--- config.mk ---
export PLATFORM = sky130hd
export DESIGN_NAME = ddr2_cmd_arbiter
export DESIGN_NICKNAME = d
export VERILOG_FILES = /design/src/rtl/ddr2_cmd_arbiter.sv
export SDC_FILE = /design/constraint.sdc
export NUM_CORES = 1
export LEC_CHECK = 0
export ABC_AREA = 0
export CORE_AREA = 10 10 90 92
export DETAILED_ROUTE_END_ITERATION = 8
export DIE_AREA = 0 0 100 102
export MAX_ROUTING_LAYER = met4
export PLACE_DENSITY = 0.74
export SLEW_MARGIN = 30
export SYNTH_ARGS = -nofsm -noshare
export SYNTH_HDL_FRONTEND = slang
export SYNTH_SLANG_ARGS = --single-unit
--- constraint.sdc ---
create_clock -name ck_i -period 2.5 [get_ports ck_i]
set_input_delay 0.375 -clock ck_i [delete_from_list [all_inputs] [get_ports ck_i]]
set_output_delay 0.375 -clock ck_i [all_outputs]
set_load 0.02 [all_outputs]
--- src/rtl/ddr2_cmd_arbiter.sv ---
// DDR2 command-bus arbiter: passes power-up commands through, then schedules
// auto-refresh, write and read sub-blocks onto one registered command bus.
module ddr2_cmd_arbiter #(
    parameter int REFI_CYC  = 3120,
    parameter int BA_BITS   = 3,
    parameter int ADDR_BITS = 14,
    parameter int MAX_PEND  = 8
) (
    input  logic                 ck_i,
    input  logic                 rst_i,
    input  logic                 init_end_i,
    input  logic                 init_cke_i,
    input  logic [3:0]           init_cmd_i,
    input  logic [BA_BITS-1:0]   init_ba_i,
    input  logic [ADDR_BITS-1:0] init_addr_i,
    output logic                 aref_start_o,
    input  logic                 aref_end_i,
    input  logic [3:0]           aref_cmd_i,
    input  logic [ADDR_BITS-1:0] aref_addr_i,
    input  logic                 wr_req_i,
    output logic                 wr_start_o,
    input  logic                 wr_end_i,
    input  logic [3:0]           wr_cmd_i,
    input  logic [BA_BITS-1:0]   wr_ba_i,
    input  logic [ADDR_BITS-1:0] wr_addr_i,
    input  logic                 rd_req_i,
    output logic                 rd_start_o,
    input  logic                 rd_end_i,
    input  logic [3:0]           rd_cmd_i,
    input  logic [BA_BITS-1:0]   rd_ba_i,
    input  logic [ADDR_BITS-1:0] rd_addr_i,
    output logic                 ddr_cke_o,
    output logic [3:0]           ddr_cmd_o,
    output logic [BA_BITS-1:0]   ddr_ba_o,
    output logic [ADDR_BITS-1:0] ddr_addr_o,
    output logic [3:0]           ref_pend_o,
    output logic                 ref_ovf_o
);

    typedef enum logic [2:0] {INIT, IDLE, AREF, WR, RD} state_e;

    localparam logic [3:0] NOP = 4'b0111;
    localparam int TW = (REFI_CYC > 1) ? $clog2(REFI_CYC) : 1;

    state_e                 state_q, state_d;
    logic                   lastWr_q, lastWr_d;
    logic [TW-1:0]          timer_q, timer_d;
    logic [3:0]             refPend_q, refPend_d;
    logic                   refOvf_q, refOvf_d;
    logic                   arefStart_q, wrStart_q, rdStart_q;
    logic                   ddrCke_q, ddrCke_d;
    logic [3:0]             ddrCmd_q, ddrCmd_d;
    logic [BA_BITS-1:0]     ddrBa_q, ddrBa_d;
    logic [ADDR_BITS-1:0]   ddrAddr_q, ddrAddr_d;
    logic                   wrap, refDone;

    // Refresh outranks traffic; on a write/read tie the type not served last wins.
    always_comb begin
        state_d  = state_q;
        lastWr_d = lastWr_q;
        case (state_q)
            INIT: if (init_end_i) state_d = IDLE;
            IDLE: begin
                if (refPend_q != 4'd0) begin
                    state_d = AREF;
                end else if (wr_req_i && (!rd_req_i || !lastWr_q)) begin
                    state_d  = WR;
                    lastWr_d = 1'b1;
                end else if (rd_req_i) begin
                    state_d  = RD;
                    lastWr_d = 1'b0;
                end
            end
            AREF:    if (aref_end_i) state_d = IDLE;
            WR:      if (wr_end_i)   state_d = IDLE;
            RD:      if (rd_end_i)   state_d = IDLE;
            default: state_d = INIT;
        endcase
    end

    always_comb begin
        ddrCke_d  = 1'b1;
        ddrCmd_d  = NOP;
        ddrBa_d   = '0;
        ddrAddr_d = '0;
        case (state_q)
            INIT: begin
                ddrCke_d  = init_cke_i;
                ddrCmd_d  = init_cmd_i;
                ddrBa_d   = init_ba_i;
                ddrAddr_d = init_addr_i;
            end
            AREF: begin
                ddrCmd_d  = aref_cmd_i;
                ddrAddr_d = aref_addr_i;
            end
            WR: begin
                ddrCmd_d  = wr_cmd_i;
                ddrBa_d   = wr_ba_i;
                ddrAddr_d = wr_addr_i;
            end
            RD: begin
                ddrCmd_d  = rd_cmd_i;
                ddrBa_d   = rd_ba_i;
                ddrAddr_d = rd_addr_i;
            end
            default: ;
        endcase
    end

    // A wrap coinciding with a completed refresh cancels out, even at saturation.
    always_comb begin
        wrap      = (state_q != INIT) && (timer_q == TW'(REFI_CYC - 1));
        refDone   = (state_q == AREF) && aref_end_i;
        timer_d   = (state_q == INIT || wrap) ? '0 : timer_q + TW'(1);
        refPend_d = refPend_q;
        refOvf_d  = refOvf_q;
        if (state_q == INIT) begin
            refPend_d = 4'd0;
        end else if (wrap && !refDone) begin
            if (refPend_q == 4'(MAX_PEND)) refOvf_d = 1'b1;
            else                           refPend_d = refPend_q + 4'd1;
        end else if (refDone && !wrap && refPend_q != 4'd0) begin
            refPend_d = refPend_q - 4'd1;
        end
    end

    always_ff @(posedge ck_i) begin
        if (rst_i) begin
            state_q     <= INIT;
            lastWr_q    <= 1'b0;
            timer_q     <= '0;
            refPend_q   <= 4'd0;
            refOvf_q    <= 1'b0;
            arefStart_q <= 1'b0;
            wrStart_q   <= 1'b0;
            rdStart_q   <= 1'b0;
            ddrCke_q    <= 1'b0;
            ddrCmd_q    <= NOP;
            ddrBa_q     <= '0;
            ddrAddr_q   <= '0;
        end else begin
            state_q     <= state_d;
            lastWr_q    <= lastWr_d;
            timer_q     <= timer_d;
            refPend_q   <= refPend_d;
            refOvf_q    <= refOvf_d;
            arefStart_q <= (state_q == IDLE) && (state_d == AREF);
            wrStart_q   <= (state_q == IDLE) && (state_d == WR);
            rdStart_q   <= (state_q == IDLE) && (state_d == RD);
            ddrCke_q    <= ddrCke_d;
            ddrCmd_q    <= ddrCmd_d;
            ddrBa_q     <= ddrBa_d;
            ddrAddr_q   <= ddrAddr_d;
        end
    end

    assign aref_start_o = arefStart_q;
    assign wr_start_o   = wrStart_q;
    assign rd_start_o   = rdStart_q;
    assign ddr_cke_o    = ddrCke_q;
    assign ddr_cmd_o    = ddrCmd_q;
    assign ddr_ba_o     = ddrBa_q;
    assign ddr_addr_o   = ddrAddr_q;
    assign ref_pend_o   = refPend_q;
    assign ref_ovf_o    = refOvf_q;

endmodule

==> results of run 1 <==
## report_power, final
part	switching, mW	internal (mW)	total [mW]
combinational	0.218	0.266	0.484
clock	0.238	0.214	0.452
sequential	0.0198	0.780	0.800
total	0.476	1.26	1.74
## worst register-to-register path, stage by stage (launching register included)
cell and delay (ns):
dfxtp_1 0.36, or3_4 0.44, nor4_4 0.32, nand2_2 0.14, ha_4 0.25, a21oi_2 0.19, nand2_1 0.10, nor3_2 0.24
o21ai_1 0.10, nor3b_2 0.17
## routing by layer
layer / track usage, % / routed length (um) / up-vias
li1: - / - / 1122
met1: 18.03 / 3357 / 1077
met2: 25.83 / 3908 / 94
met3: 5.398 / 654 / 17
met4: 3.804 / 170 / 0
met5: - / 0 / -
## cell families (layout without fill, tap and decap cells)
group / after synthesis / count (layout) / share of synthesized area (%)
simple gates: 80 / 80 / 20.34
xor+xnor: 12 / 12 / 4.867
flops: 46 / 46 / 42.64
mux: 7 / 7 / 3.650
buf+inv: 16 / 141 / 3.186
fa+ha+maj: 4 / 4 / 2.665
compound gates: 74 / 74 / 22.65
## worst max path at each step
stage	start	end	slack, ns	cells past startpoint
2_1_floorplan	timer_q[0]	ref_pend_o[3]	0.16	10
3_3_place_gp	timer_q[6]	ref_pend_o[3]	0.09	9
3_5_place_dp	timer_q[6]	ref_pend_o[3]	-0.13	9
4_1_cts	timer_q[0]	ref_pend_o[3]	0.001	10
5_1_grt	timer_q[6]	ref_pend_o[3]	-0.02	9
6_report	timer_q[6]	ref_pend_o[3]	0.09	9
## stage by stage
step                area (sq um)  setup TNS, ns  power [mW]  util [%]  setup WS, ns
floorplan                   2160              0       1.017         -        0.1611
global placement            3471              0       1.295     55.29       0.08971
detailed placement          3471        -0.1322       1.299     55.29       -0.1322
CTS                         3573              0       1.753     56.93      0.001030
global route                3642       -0.02246       1.827     58.02      -0.02246
finish                      3642              0       1.735     58.02       0.08703
## final cells by class
| type | count | area (sq um) | share of cell area [%] |
|---|---|---|---|
| Inverter | 3 | 11.26 | 0.3092 |
| Timing Repair Buffer | 132 | 1289 | 35.38 |
| Sequential cell | 46 | 922.1 | 25.32 |
| Tap cell | 77 | 96.34 | 2.645 |
| Clock buffer | 6 | 82.58 | 2.267 |
| Multi-Input combinational cell | 177 | 1241 | 34.08 |
## timing repair
action | in CTS | in global routing
setup endpoints to repair | 1 | 1
setup buffers | 0 | 3
resized for setup | 3 | 9
pin swaps | 2 | 4
gates cloned | 0 | 0
## sequential cells by signal, summed over array words and instances, names as in the netlist
name and count:
lastWr_q 1, ref_ovf_o 1, ddr_addr_o 14, ref_pend_o 4, ddr_cmd_o 4, aref_start_o 1
ddr_ba_o 3, timer_q 12, rd_start_o 1, state_q 3, wr_start_o 1, ddr_cke_o 1
## placed cells by master, fill, tap and decap left out, types with 2 or more instances in the layout
master and count:
clkdlybuf4s50_1 119, dfxtp_1 45, a22oi_1 34, nor2_1 24, a21oi_1 22, nand2_1 15, buf_4 13, xor2_1 10
nand3_1 6, clkbuf_8 6, nand4_1 4, nand2b_1 4, o21ai_0 4, and2_1 3, nor2b_1 3, mux2i_1 3
inv_1 3, mux2_2 3, a221oi_1 3, nor4_4 2, or4_1 2, nor3_1 2, and3_1 2, a21oi_2 2
nor3_2 2, xnor2_1 2, o21a_1 2, o22ai_1 2, ha_4 2
==> flow_metrics.py, run 1 <==
metrics = {
    "critical_path": {
        "r2r_end": "ref_pend_o[3]",
        "reg2reg_slack_ns": 0.09,
        "crit_arrival_ns": 2.60,
        "cpPeakStageDelay_ns": 0.44,
        "critPathMaxFanout": 5,
        "cp.required_ns": 2.68,
        "crit_type": "flip-flop to flip-flop",
        "reg2regPathDepth": 9,
        "cp_top_family": "simple AND/OR/NAND/NOR gates",
        "endpoint_kind": "flip-flop",
        "regToRegStartpoint": "timer_q[6]",
        "startpoint_type": "flip-flop",
        "crit_chain": "or3_4 -> nor4_4 -> nand2_2 -> ha_4 -> a21oi_2 -> nand2_1 -> nor3_2 -> o21ai_1 -> nor3b_2",
        "cp_num_buf_inv": 0,
        "critPathSlowestCell": "or3_4",
    },
    "cts": {
        "clkLatencyLatePin_ns": 0.29,
        "cts.htree.levels": 2,
        "cts_buffers": 5,
        "cts_max_path_buffers": 2,
        "cts_sinks": 46,
        "hold_buffers": 0,
        "path_clk_slew_ns": 0.08,
        "cts_tree": "done",
        "root_buffer": "clkbuf_8",
    },
    "global_route": {
        "grt.total_usage_pct": 15.71,
        "grt_pass1_wl_mm": 12.63,
        "antenna_found_initial": 0,
        "grt_start_max_net_pins": 23,
        "grt_overflow": 0,
        "grt_pass1_vias": 2397,
    },
    "drt": {
        "postRouteWirelength_mm": 8.091,
        "route.detailed.drc": 0,
        "ant_nets": 0,
        "drt_iter0_drc": 89,
        "avgViaCountPerCell": 5.238,
        "dr.pass1.iters": 4,
        "wl_per_cell_um": 18.35,
        "vias": 2310,
    },
    "power_and_ir_drop": {
        "cellLeakagePower_nw": 1.298,
        "p_per_area_mw_per_mm2": 476.4,
        "peakVddDrop_uv": 248.0,
    },
    "timing": {
        "slew_headroom_pct": 52.34,
        "period_minus_slack_ns": 2.413,
        "finClkSkew_ns": 0.004006,
        "hold_violations": 0,
        "whs_ns": 0.4721,
        "post-route-period-util_pct": 96.52,
        "max_freq_mhz": 414.4,
        "worstMarginPinSlew_ns": 0.7106,
        "setup_viol": 0,
        "slew_viol_final": 0,
    },
    "synth": {
        "synth_top_cell_by_area": "dfxtp_1",
        "netlist.area_leader.share_pct": 42.64,
        "async_flop_share_pct": 0,
        "synth.most_common_cell": "dfxtp_1",
        "synth_common_cells": "dfxtp_1 (46), a22oi_1 (34), a21oi_1 (24), nor2_1 (24), nand2_1 (16)",
        "synth_top_flop_cell": "dfxtp_1",
        "synth_edf_count": 0,
        "synth_area_leaders": "dfxtp_1 (43%), a22oi_1 (12%), a21oi_1 (5.6%)",
        "syn_inst": 239,
        "syn-num-nets": 333,
        "ys_types": 44,
        "syn_area_per_cell_sq_um": 9.036,
        "syn_area_sq_mm": 0.002160,
        "synth-seq-cells": 46,
        "yosysSeqAreaShare_pct": 42.64,
        "yosysWarnings": 0,
    },
    "die": {
        "die_area_sq_mm": 0.01020,
        "die_w_um": 100,
        "fp.dieH_um": 102,
        "core_area_sq_mm": 0.006277,
        "ios": 120,
        "rows": 29,
        "initial_core_util_pct": 34.40,
    },
    "min_path": {
        "holdPathStages": 1,
        "worst_hold_path.endpoint": "timer_q[0]",
        "hold_path.class": "flip-flop to flip-flop",
        "hp-start": "timer_q[0]",
    },
    "finish": {
        "syn2layout_area_growth_pct": 68.66,
        "final.fill_count": 554,
        "final_layout_size_suffix_gt1_share_pct": 10.99,
        "finalNonFillerCells": 441,
        "nNetsFinal": 459,
        "antenna_cells": 0,
    },
    "flow_run": {
        "maxCapViolCount": 0,
    },
    "placed_design": {
        "dp_cells": 432,
        "port_buffers": 119,
        "place_hpwl_mm": 6.154,
        "place_congestion": 0.8529,
    },
    "outcome": {
        "status": "completed",
    },
}
(Power assumes the default switching activity.)
==> run 2, diff against run 1 <==
Settings changed: CAP_MARGIN from default to 20.
==> results of run 2 <==
No change in the layout: final DEF, timing and power equal those of run 1.
==> run 3, diff against run 2 <==
Settings changed: CORE_AREA 10 10 90 92 to 10 10 89 91, CTS_BUF_LIST from default to sky130_fd_sc_hd__clkbuf_8, DIE_AREA 0 0 100 102 to 0 0 99 101, PLACE_DENSITY 0.74 to 0.76.
==> run 3 against run 2 <==
Net effect:
- sequential power fell by 0.5%
- cell count rose by 0.68%
- power rose by 4.8%
- critical endpoint unchanged
- highest routed layer unchanged
- largest cell class unchanged
==> flow_metrics.py, run 3 (synthesized netlist as in run 1, its figures left out) <==
metrics = {
    "outcome": {
        "status": "completed",
    },
    "cts": {
        "path_clk_slew_ns": 0.08,
        "clkLatencyLatePin_ns": 0.30,
        "cts_sinks": 46,
        "root_buffer": "clkbuf_8",
        "cts_max_path_buffers": 2,
        "cts.htree.levels": 2,
        "cts_tree": "done",
        "hold_buffers": 0,
        "cts_buffers": 5,
    },
    "timing": {
        "setup_viol": 0,
        "max_freq_mhz": 421.5,
        "finalSetupTns_ns": 0,
        "slew_viol_final": 0,
        "worstMarginPinSlew_ns": 0.7096,
        "finClkSkew_ns": 0.01067,
        "post-route-period-util_pct": 94.90,
        "slew_headroom_pct": 52.41,
        "hold_violations": 0,
        "worst_slack_ns": 0.1275,
        "period_minus_slack_ns": 2.373,
        "whs_ns": 0.4641,
    },
    "die": {
        "core_area_sq_mm": 0.006205,
        "die_w_um": 99,
        "fp.dieH_um": 101,
        "rows": 29,
        "die_area_sq_mm": 0.009999,
        "initial_core_util_pct": 34.81,
        "ios": 120,
    },
    "drt": {
        "ant_nets": 0,
        "drt_iter0_drc": 122,
        "dr.pass1.iters": 4,
        "postRouteWirelength_mm": 7.964,
        "wl_per_cell_um": 17.94,
        "vias": 2333,
        "route.detailed.drc": 0,
        "avgViaCountPerCell": 5.255,
    },
    "finish": {
        "fin_area_sq_mm": 0.003646,
        "seqCellArea_sq_um": 920.9,
        "fin_util_pct": 58.76,
        "layout_common_cells": "clkdlybuf4s50_1 (119), dfxtp_1 (46), a22oi_1 (34)",
        "largest_reg_flops": 14,
        "multi_input_comb_area_sq_mm": 0.001215,
        "syn2layout_area_growth_pct": 68.83,
        "finalNonFillerCells": 444,
        "final_layout_size_suffix_gt1_share_pct": 9.809,
        "antenna_cells": 0,
        "nNetsFinal": 460,
        "final_common_cell": "clkdlybuf4s50_1",
        "final.fill_count": 527,
    },
    "placed_design": {
        "place_congestion": 0.8800,
        "place_hpwl_mm": 6.192,
        "placed_cell_area_sq_mm": 0.003486,
        "dp_cells": 434,
        "pre_cts_slack_ns": -0.04327,
        "port_buffers": 119,
    },
    "global_route": {
        "grt.total_usage_pct": 15.41,
        "grt_pass1_wl_mm": 12.27,
        "antenna_found_initial": 0,
        "grt_pass1_vias": 2386,
        "grt_start_max_net_pins": 23,
        "grt_overflow": 0,
    },
    "power_and_ir_drop": {
        "cellLeakagePower_nw": 1.315,
        "peakVddDrop_uv": 328.9,
        "p_per_area_mw_per_mm2": 498.5,
        "power_mw": 1.818,
    },
    "min_path": {
        "holdPathStages": 1,
        "hold_path.class": "flip-flop to flip-flop",
    },
    "critical_path": {
        "crit_type": "flip-flop to flip-flop",
        "cp_top_family": "simple AND/OR/NAND/NOR gates",
        "critPathSlowestCell": "dfxtp_1",
        "cp.required_ns": 2.72,
        "reg2reg_slack_ns": 0.13,
        "worstSetupPathDepth": 10,
        "reg2regPathDepth": 10,
        "r2r_end": "ref_pend_o[3]",
        "cp_num_buf_inv": 0,
        "startpoint_type": "flip-flop",
        "crit_end": "ref_pend_o[3]",
        "critPathMaxFanout": 4,
        "crit_chain": "ha_2 -> nand4_1 -> nor4_4 -> nand2_1 -> ha_4 -> a21oi_2 -> a21oi_1 -> and3_1 -> o21ai_1 -> nor3b_1",
        "regToRegStartpoint": "timer_q[0]",
        "crit_arrival_ns": 2.59,
        "endpoint_kind": "flip-flop",
        "cpPeakStageDelay_ns": 0.37,
        "startpoint": "timer_q[0]",
    },
    "flow_run": {
        "maxCapViolCount": 0,
    },
}
-- run 3: what timing repair did --
action | CTS | global route
setup endpoints to repair | 1 | 1
resized for setup | 2 | 4
pin swaps | 0 | 2
setup buffers | 0 | 2
-- run 3: how the worst min path moves through the flow --
stage	startpoint	to	slack (ns)
global route	timer_q[0]	timer_q[0]	0.51
CTS	timer_q[0]	timer_q[0]	0.47
global placement	timer_q[0]	timer_q[0]	0.44
detailed placement	timer_q[0]	timer_q[0]	0.45
floorplan	timer_q[0]	timer_q[0]	0.43
finish	timer_q[0]	timer_q[0]	0.46
-- run 3: final cells by class --
cell class,instances,area share [%]
Clock inverter,3,1.030
Inverter,3,0.3089
Multi-Input combinational cell,177,33.32
Timing Repair Buffer,133,35.55
Clock buffer,5,1.887
Tap cell,77,2.642
Sequential cell,46,25.26
-- run 3: report_power, final --
part	leakage, nW	internal (mW)	switching [mW]
combinational	0.878	0.267	0.220
clock	0.0607	0.291	0.245
sequential	0.376	0.779	0.0163
total	1.31	1.34	0.480
-- run 3: worst register-to-register path, stage by stage (launching register included) --
cell,delay [ns]
dfxtp_1,0.37
ha_2,0.22
nand4_1,0.18
nor4_4,0.31
nand2_1,0.17
ha_4,0.26
a21oi_2,0.15
a21oi_1,0.08
and3_1,0.24
o21ai_1,0.14
nor3b_1,0.18
-- run 3: routing by layer --
layer  vias to the layer above  track usage, %  share of wire (%)  wire length, um
li1                       1133               -                  -                -
met3                        15           5.144                9.7              774
met2                       102           25.70                 48             3808
met1                      1083           17.47                 41             3284
met5                         -               -                  0                0
met4                         0           3.638                1.2               96
